[src/rtl/uart_pkg.sv]
// Shared UART definitions: receiver FSM states, oversampling constants and the
// baud divisor helper used by both the receiver and the transmitter.
package uart_pkg;

  typedef enum logic [2:0] {
    IDLE,
    START,
    DATA,
    PARITY,
    STOP
  } uart_rx_state_t;

  localparam int OS_RATE   = 16;
  localparam int OS_MID    = 7;
  localparam int DATA_BITS = 8;

  // Clocks per oversample tick, rounded to nearest.
  function automatic int calc_div(input longint clk_freq, input longint baud);
    return int'((clk_freq + 8 * baud) / (16 * baud));
  endfunction

endpackage

[src/rtl/uart_baud_tick.sv]
// Free-running divide-by-DIV tick generator with synchronous clear; shared by
// the UART receiver and transmitter.
module uart_baud_tick #(
  parameter int DIV = 1
) (
  input  logic clk,
  input  logic reset_n,
  input  logic clear,
  output logic tick
);

  localparam int CW = (DIV > 1) ? $clog2(DIV) : 1;
  localparam logic [CW-1:0] LAST = CW'(DIV - 1);

  logic [CW-1:0] cnt;

  always_ff @(posedge clk or negedge reset_n) begin
    if (!reset_n) begin
      cnt <= '0;
    end else if (clear || cnt == LAST) begin
      cnt <= '0;
    end else begin
      cnt <= cnt + CW'(1);
    end
  end

  assign tick = (cnt == LAST);

endmodule

[src/rtl/uart_rx_os16.sv]
// 16x oversampling 8-bit UART receiver with valid/ready byte hand-off, framing
// and overrun flags. Define UART_RX_PARITY_EN to expect a parity bit (8E1/8O1).
module uart_rx_os16
  import uart_pkg::*;
#(
  parameter int CLK_FREQ   = 125_000_000,
  parameter int BAUD       = 9600,
  parameter int DIV        = calc_div(CLK_FREQ, BAUD),
  parameter bit PARITY_ODD = 1'b0
) (
  input  logic       clk,
  input  logic       reset_n,
  input  logic       rxd,
  output logic [7:0] rx_data,
  output logic       rx_valid,
  input  logic       rx_ready,
  output logic       frame_err,
  output logic       parity_err,
  output logic       overrun,
  output logic       busy
);

  uart_rx_state_t state, state_next;

  logic       rxd_meta, rxd_s, rxd_s_d;
  logic       tick, tick_clr;
  logic [3:0] os_cnt;
  logic [2:0] bit_cnt;
  logic [7:0] shift_reg;
  logic       os_clr, os_inc, bit_clr, shift_en, par_en, stop_en;
  logic       par_bad, good;

  // Synchroniser plus one extra stage for start-edge detection; idles high.
  always_ff @(posedge clk or negedge reset_n) begin
    if (!reset_n) begin
      rxd_meta <= 1'b1;
      rxd_s    <= 1'b1;
      rxd_s_d  <= 1'b1;
    end else begin
      rxd_meta <= rxd;
      rxd_s    <= rxd_meta;
      rxd_s_d  <= rxd_s;
    end
  end

  uart_baud_tick #(.DIV(DIV)) u_tick (
    .clk     (clk),
    .reset_n (reset_n),
    .clear   (tick_clr),
    .tick    (tick)
  );

  always_ff @(posedge clk or negedge reset_n) begin
    if (!reset_n) begin
      state <= IDLE;
    end else begin
      state <= state_next;
    end
  end

  always_comb begin
    state_next = state;
    tick_clr   = 1'b0;
    os_clr     = 1'b0;
    os_inc     = 1'b0;
    bit_clr    = 1'b0;
    shift_en   = 1'b0;
    par_en     = 1'b0;
    stop_en    = 1'b0;
    case (state)
      IDLE: begin
        if (rxd_s_d && !rxd_s) begin
          state_next = START;
          tick_clr   = 1'b1;
          os_clr     = 1'b1;
        end
      end
      START: begin
        if (tick) begin
          if (os_cnt == 4'(OS_MID)) begin
            os_clr  = 1'b1;
            bit_clr = 1'b1;
            state_next = rxd_s ? IDLE : DATA;
          end else begin
            os_inc = 1'b1;
          end
        end
      end
      DATA: begin
        if (tick) begin
          if (os_cnt == 4'(OS_RATE - 1)) begin
            os_clr   = 1'b1;
            shift_en = 1'b1;
            if (bit_cnt == 3'(DATA_BITS - 1)) begin
`ifdef UART_RX_PARITY_EN
              state_next = PARITY;
`else
              state_next = STOP;
`endif
            end
          end else begin
            os_inc = 1'b1;
          end
        end
      end
`ifdef UART_RX_PARITY_EN
      PARITY: begin
        if (tick) begin
          if (os_cnt == 4'(OS_RATE - 1)) begin
            os_clr     = 1'b1;
            par_en     = 1'b1;
            state_next = STOP;
          end else begin
            os_inc = 1'b1;
          end
        end
      end
`endif
      STOP: begin
        if (tick) begin
          if (os_cnt == 4'(OS_RATE - 1)) begin
            stop_en    = 1'b1;
            state_next = IDLE;
          end else begin
            os_inc = 1'b1;
          end
        end
      end
      default: state_next = IDLE;
    endcase
  end

`ifdef UART_RX_PARITY_EN
  logic par_bit;
  logic parity_err_q;

  always_ff @(posedge clk or negedge reset_n) begin
    if (!reset_n) begin
      par_bit      <= 1'b0;
      parity_err_q <= 1'b0;
    end else begin
      if (par_en) begin
        par_bit <= rxd_s;
      end
      parity_err_q <= stop_en && par_bad;
    end
  end

  // Even parity: data plus parity bit XOR to 0; odd parity: to 1.
  assign par_bad    = ((^shift_reg) ^ par_bit) != PARITY_ODD;
  assign parity_err = parity_err_q;
`else
  assign par_bad    = 1'b0;
  assign parity_err = 1'b0;
`endif

  assign good = stop_en && rxd_s && !par_bad;

  always_ff @(posedge clk or negedge reset_n) begin
    if (!reset_n) begin
      os_cnt    <= '0;
      bit_cnt   <= '0;
      shift_reg <= '0;
      rx_data   <= '0;
      rx_valid  <= 1'b0;
      frame_err <= 1'b0;
      overrun   <= 1'b0;
    end else begin
      frame_err <= stop_en && !rxd_s;
      overrun   <= 1'b0;
      if (os_clr) begin
        os_cnt <= '0;
      end else if (os_inc) begin
        os_cnt <= os_cnt + 4'd1;
      end
      if (bit_clr) begin
        bit_cnt <= '0;
      end else if (shift_en) begin
        bit_cnt <= bit_cnt + 3'd1;
      end
      if (shift_en) begin
        shift_reg <= {rxd_s, shift_reg[7:1]};
      end
      // An unaccepted byte is never overwritten; an accept in the same cycle frees the slot.
      if (good) begin
        if (rx_valid && !rx_ready) begin
          overrun <= 1'b1;
        end else begin
          rx_data  <= shift_reg;
          rx_valid <= 1'b1;
        end
      end else if (rx_valid && rx_ready) begin
        rx_valid <= 1'b0;
      end
    end
  end

  assign busy = (state != IDLE);

endmodule
[config.mk]
export PLATFORM = sky130hd
export DESIGN_NAME = uart_rx_os16
export DESIGN_NICKNAME = d
export VERILOG_FILES = /design/src/rtl/uart_pkg.sv /design/src/rtl/uart_baud_tick.sv /design/src/rtl/uart_rx_os16.sv
export SDC_FILE = /design/constraint.sdc
export NUM_CORES = 1
export LEC_CHECK = 0
export CORE_ASPECT_RATIO = 1.1
export CORE_MARGIN = 1
export CORE_UTILIZATION = 60
export DETAILED_ROUTE_END_ITERATION = 6
export GPL_TIMING_DRIVEN = 0
export PLACE_DENSITY_LB_ADDON = 0.05
export SLEW_MARGIN = 20
export SYNTH_ARGS = -nofsm -noshare
export SYNTH_HDL_FRONTEND = slang
export SYNTH_SLANG_ARGS = --single-unit
[constraint.sdc]
create_clock -name clk -period 3.5 [get_ports clk]
set_input_delay 0.7 -clock clk [delete_from_list [all_inputs] [get_ports clk]]
set_output_delay 0.7 -clock clk [all_outputs]
set_load 0.01 [all_outputs]
# After elaboration in Yosys (flattened, before gate mapping)
# Cells that the tools add are included.
[totals]
out_inout_bits = 13
wordCells = 84
ff_bits = 42
[op_classes]
mux = 35
eq_ne = 16
add_sub_neg = 3
reduce_logical = 17
bitwise_logic = 1
[ops]
columns = ["cell", "count"]
rows = [
  ["3-bit 2-to-1 mux", 10],
  ["1-bit 2-to-1 mux", 18],
  ["2-bit inequality test, second input constant", 9],
  ["3-bit one-hot mux with 4 select lines", 1],
  ["10-bit by 1-bit adder with 10-bit output, second input constant", 1],
  ["10-bit equality test, second input constant", 1],
  ["10-bit 2-to-1 mux", 1],
  ["4-bit 2-to-1 mux", 2],
  ["8-bit AND reduction", 1],
  ["3-bit equality test, second input constant", 2],
  ["2-bit nonzero test", 3],
  ["1-bit logical AND", 5],
  ["4-bit by 1-bit adder with 4-bit output, second input constant", 1],
  ["4-bit by 3-bit equality test with 1-bit output, second input constant", 1],
  ["4-bit equality test, second input constant", 1],
  ["2-bit AND reduction", 2],
  ["3-bit by 1-bit adder with 3-bit output, second input constant", 1],
  ["3-bit by 1-bit equality test with 1-bit output, second input constant", 1],
  ["3-bit by 2-bit equality test with 1-bit output, second input constant", 1],
  ["3-bit logical NOT", 1],
  ["1-bit one-hot mux with 3 select lines", 1],
  ["3-bit nonzero test", 1],
  ["1-bit logical NOT", 2],
  ["2-bit 2-to-1 mux", 1],
  ["4 further kinds", 4],
]

# Depth between registers and ports, before layout
[depth]
word_depth = 7
ltp_mapped = 8
depth_no_buf = 6

# By module
# A second synthesis with hierarchy kept.
[unflattened]
hier_cells = 169
area_unflattened_um2 = 1970.6
[modules_own_cells]
columns = ["mod", "area_per_inst_um2", "instances", "seq_area_each_um2", "cells_per_inst"]
rows = [
  ["uart_rx_os16", 1456.4, 1, 804.5, 118],
  ["uart_baud_tick", 514.2, 1, 250.2, 51],
]

# Least setup slack after synthesis
# Ideal clock, no wire load.
[synth_path]
path_kind = "register -> register"
startpoint = "register u_tick.cnt[1]"
endpoint = "register shift_reg[1]"
arrival_ns = 1.699
required_time_ns = 3.375
slack_ns = 1.676
n_path_buf = 0
path_stages_with_launch = 7
cell_sequence = "dfrtp_1 > inv_1 > ha_1 > and4b_1 > nand4_2 > nor3_2 > mux2_2"
[synth_between]
elab_chain_len = 3
[synth_lines]
columns = ["element", "line_no", "source"]
rows = [
  ["start, declared", "uart_baud_tick.sv:15", "logic [CW-1:0] cnt;"],
  ["start signal, assigned", "uart_baud_tick.sv:23", "cnt <= cnt + CW'(1);"],
  ["10-bit equality test", "uart_baud_tick.sv:27", "assign tick = (cnt == LAST);"],
  ["1-bit 2-to-1 mux", "-", ""],
  ["1-bit 2-to-1 mux", "uart_rx_os16.sv:70", "case (state)"],
  ["end signal, assigned", "uart_rx_os16.sv:182", "shift_reg <= {rxd_s, shift_reg[7:1]};"],
  ["end, declared", "uart_rx_os16.sv:29", "logic [7:0] shift_reg;"],
]
# No other way between the ends.
# A chain may end at the register's enable or synchronous reset.

# Worst setup path after layout
[layout_path]
startpoint = "register state[1]"
endpoint = "output port busy"
[layout_between]
elab_chain_len = 1
[layout_lines]
columns = ["element", "line_no", "source"]
rows = [
  ["start, declared", "uart_rx_os16.sv:23", "uart_rx_state_t state, state_next;"],
  ["start signal, assigned", "uart_rx_os16.sv:57", "state <= state_next;"],
  ["3-bit nonzero test", "uart_rx_os16.sv:198", "assign busy = (state != IDLE);"],
  ["end, declared", "uart_rx_os16.sv:20", "output logic busy"],
]
# No other way between the ends.

==> flow_summary.yaml <==
global_routing:
  grt_pass1_vias: 1356
  grt_max_degree: 29
  grt.met1_usage_pct: 29.3
  grt_pass1_wl_um: 6270
  met3_usage_pct: 6.21
  use_met2_pct: 38.5
  grt_usage_pct: 23.4
  busiest_layer: "met2"
  antenna_found_initial: 0
  grt_overflow: 0
sta:
  skew_ns: 0.0125
  finalWorstSetupSlack_ns: 1.01
  post-route-period-util_pct: 71.3
  fmax_mhz: 401
  tightestPinTransition_ns: 0.578
  relSlewSlack_pct: 61.2
  rsz0062_at_grt: "no"
  setup_tns_ns: 0
  setup_violations: 0
  fin_crit_ns: 2.49
  finalHoldViolations: 0
  slew_violations: 0
die:
  initial_core_util_pct: 64.4
  die_x_um: 57.0
  rows: 21
  die_area_um2: 3560
  die_h_um: 62.5
  core_um2: 3100
  io_pins: 17
flow_run:
  max_cap_violations: 0
final_layout:
  largest_reg_flops: 10
  post-route-util_pct: 73.7
  final-seq-area_um2: 1050
  drive_gt1_share_pct: 19.9
  antenna-diode-count: 0
  mostFrequentLayoutCell: "dfrtp_1"
  final_cell_mix: "dfrtp_1 (39), nor2_1 (18), mux2_2 (16), clkdlybuf4s50_1 (14), nand2_1 (11)"
  syn_to_final_growth_pct: 14.5
  nFillCells: 230
  multiInputGateArea_um2: 875
  fin_nets: 210
drt:
  routedWlPerCell_um: 15.5
  detail-route-antenna-nets: 0
  drt_pass1_iterations: 6
  routed_wl_um: 3640
  drtIter0Drc: 81
  via_count: 1360
  route.detailed.drc: 2
  vias_per_cell: 5.79
clock_tree:
  htree_num_levels: 2
  root_buffer: "clkbuf_4"
  clkSlewWorstSetupHoldPaths_ns: 0.12
  clk_latency_ns: 0.35
  holdBufCountCts: 0
  cts.sink_count: 42
  cts_buffer_depth: 2
  cts-resized-gates: 0
  cts_tree: "done"
  cts_buffers: 5
  postCtsSetupRepairBufs: 0
synth:
  syn_inst: 178
  syn_nets: 187
  netlist_area_um2: 2000
  synth.area.top_cells: "dfrtp_1 (49%), mux2_2 (9.0%), dfstp_2 (3.9%)"
  ys.flop_type: "dfrtp_1"
  yosys.area.top_type: "dfrtp_1"
  synth-edff-count: 0
  synth_top_area_share_pct: 48.9
  yosysSeqAreaShare_pct: 52.9
  syn_avg_cell_area_um2: 11.2
  async_reset_ff_share_pct: 100
  synth.distinct_cells: 43
  synth_seq_cells: 42
  yosys_warnings: 0
worst_setup_path:
  crit_fanout: 9
  setup.worst_path.start: "state[1]"
  crit_type: "reg2out"
  worst_ep_arrival_time_ns: 1.79
  critPathLaunchType: "flip-flop"
  worstPathRequired_ns: 2.80
  crit_slowest_cell: "clkdlybuf4s50_1"
  crit_chain: "clkbuf_1 -> or3_1 -> clkdlybuf4s50_1"
  cp-end-kind: "output pin"
  rr_startpoint: "u_tick.cnt[1]"
  critPathMaxStageDelay_ns: 0.49
placement:
  place_congestion: 0.794
  dp_hpwl_um: 2580
  pre_cts_ws_ns: 1.38
  numPortBuffers: 15
worst_hold_path:
  hp-class: "in2async"
pwr:
  ir_worst_vdd_uv: 320
  combPwrFrac_pct: 14.4
  cell_internal_pwr_uw: 763
  p_leak_uw: 0.00106
  seqPwrFrac_pct: 55.4
  power_switching_uw: 278
  switching_share_pct: 26.7
  p_per_area_nw_per_um2: 456
  clkPwrFrac_pct: 30.3
outcome:
  failed_checks: "design-rule violations"
  status: "complete, but fails checks"
-- area by class of cell --
| cell class | instances | area share, % |
|---|---|---|
| flip-flops and latches | 42 | 46.2 |
| multi-input cells | 122 | 38.3 |
| repair buffers | 16 | 7.23 |
| clock buffers | 6 | 2.25 |
| plain buffers | 9 | 2.08 |
| well taps | 34 | 1.86 |
| clock inverters | 1 | 1.31 |
| inverters | 5 | 0.821 |
-- synthesized netlist by cell type, types with 2 or more instances --
cell / n
o211ai_1: 3
nor3_1: 2
nor4_1: 4
inv_1: 5
ha_1: 5
nor2_1: 18
nand2b_1: 2
clkbuf_1: 5
or4_1: 2
nand4_2: 2
o31ai_1: 3
or3_1: 2
mux2_2: 16
xor2_1: 2
nand2_1: 11
dfstp_2: 3
buf_2: 2
or2_2: 2
nand3_1: 8
and4b_1: 2
xnor2_1: 6
dfrtp_1: 39
o21ai_0: 8
mux2i_1: 5
a21oi_1: 3
-- routing by layer --
| metal | up-vias | routed length [um] |
|---|---|---|
| li1 | 668 | - |
| met1 | 648 | 1570 |
| met2 | 40 | 1840 |
| met3 | 4 | 182 |
| met4 | 0 | 48 |
| met5 | - | 0 |
-- per-stage QoR --
stage	std cells	hold slack, ns	total power, uW	cell area [um^2]
floorplan	178	0.345	687	2000
global placement	227	0.346	723	2190
detailed placement	228	0.349	736	2200
CTS	235	0.238	1050	2280
global route	235	0.245	1090	2280
finish	235	0.237	1040	2280
-- power groups by stage --
stage | Combinational (uW) | Sequential [uW] | Clock (uW)
3_5_place_dp | 150 | 585 | 0
3_3_place_gp | 141 | 583 | 0
6_report | 150 | 577 | 315
4_1_cts | 151 | 576 | 322
2_1_floorplan | 113 | 574 | 0
5_1_grt | 171 | 583 | 339
-- path summary, 6_finish.rpt --
path	cells past startpoint	to	slack [ns]
worst max register to register	6	shift_reg[2]	1.43
worst max-delay path	3	busy	1.01
max in group asynchronous	2	rxd_s	2.71
worst min-delay path	1	bit_cnt[2]	0.24
worst min register to register	0	rxd_s	0.36
min in group clk	0	rxd_s	0.36
-- kinds of logic after synthesis --
family                     synth area share [%]
muxes                                      11.5
AOI/OAI and AO/OA                          6.96
other                                     0.188
buffers and inverters                      3.32
DFF                                        52.9
xor gates and xnor gates                   3.51
adders and majority gates                  3.13
and+or+nand+nor                            18.5
-- critical path, delay by kind of cell, from the launching register on --
kind | cells | cell delay, ns
AND/OR/NAND/NOR | 1 | 0.39
flip-flops | 1 | 0.38
buffers and inverters | 2 | 0.67
No activity file was read; power rests on OpenSTA's default activity.
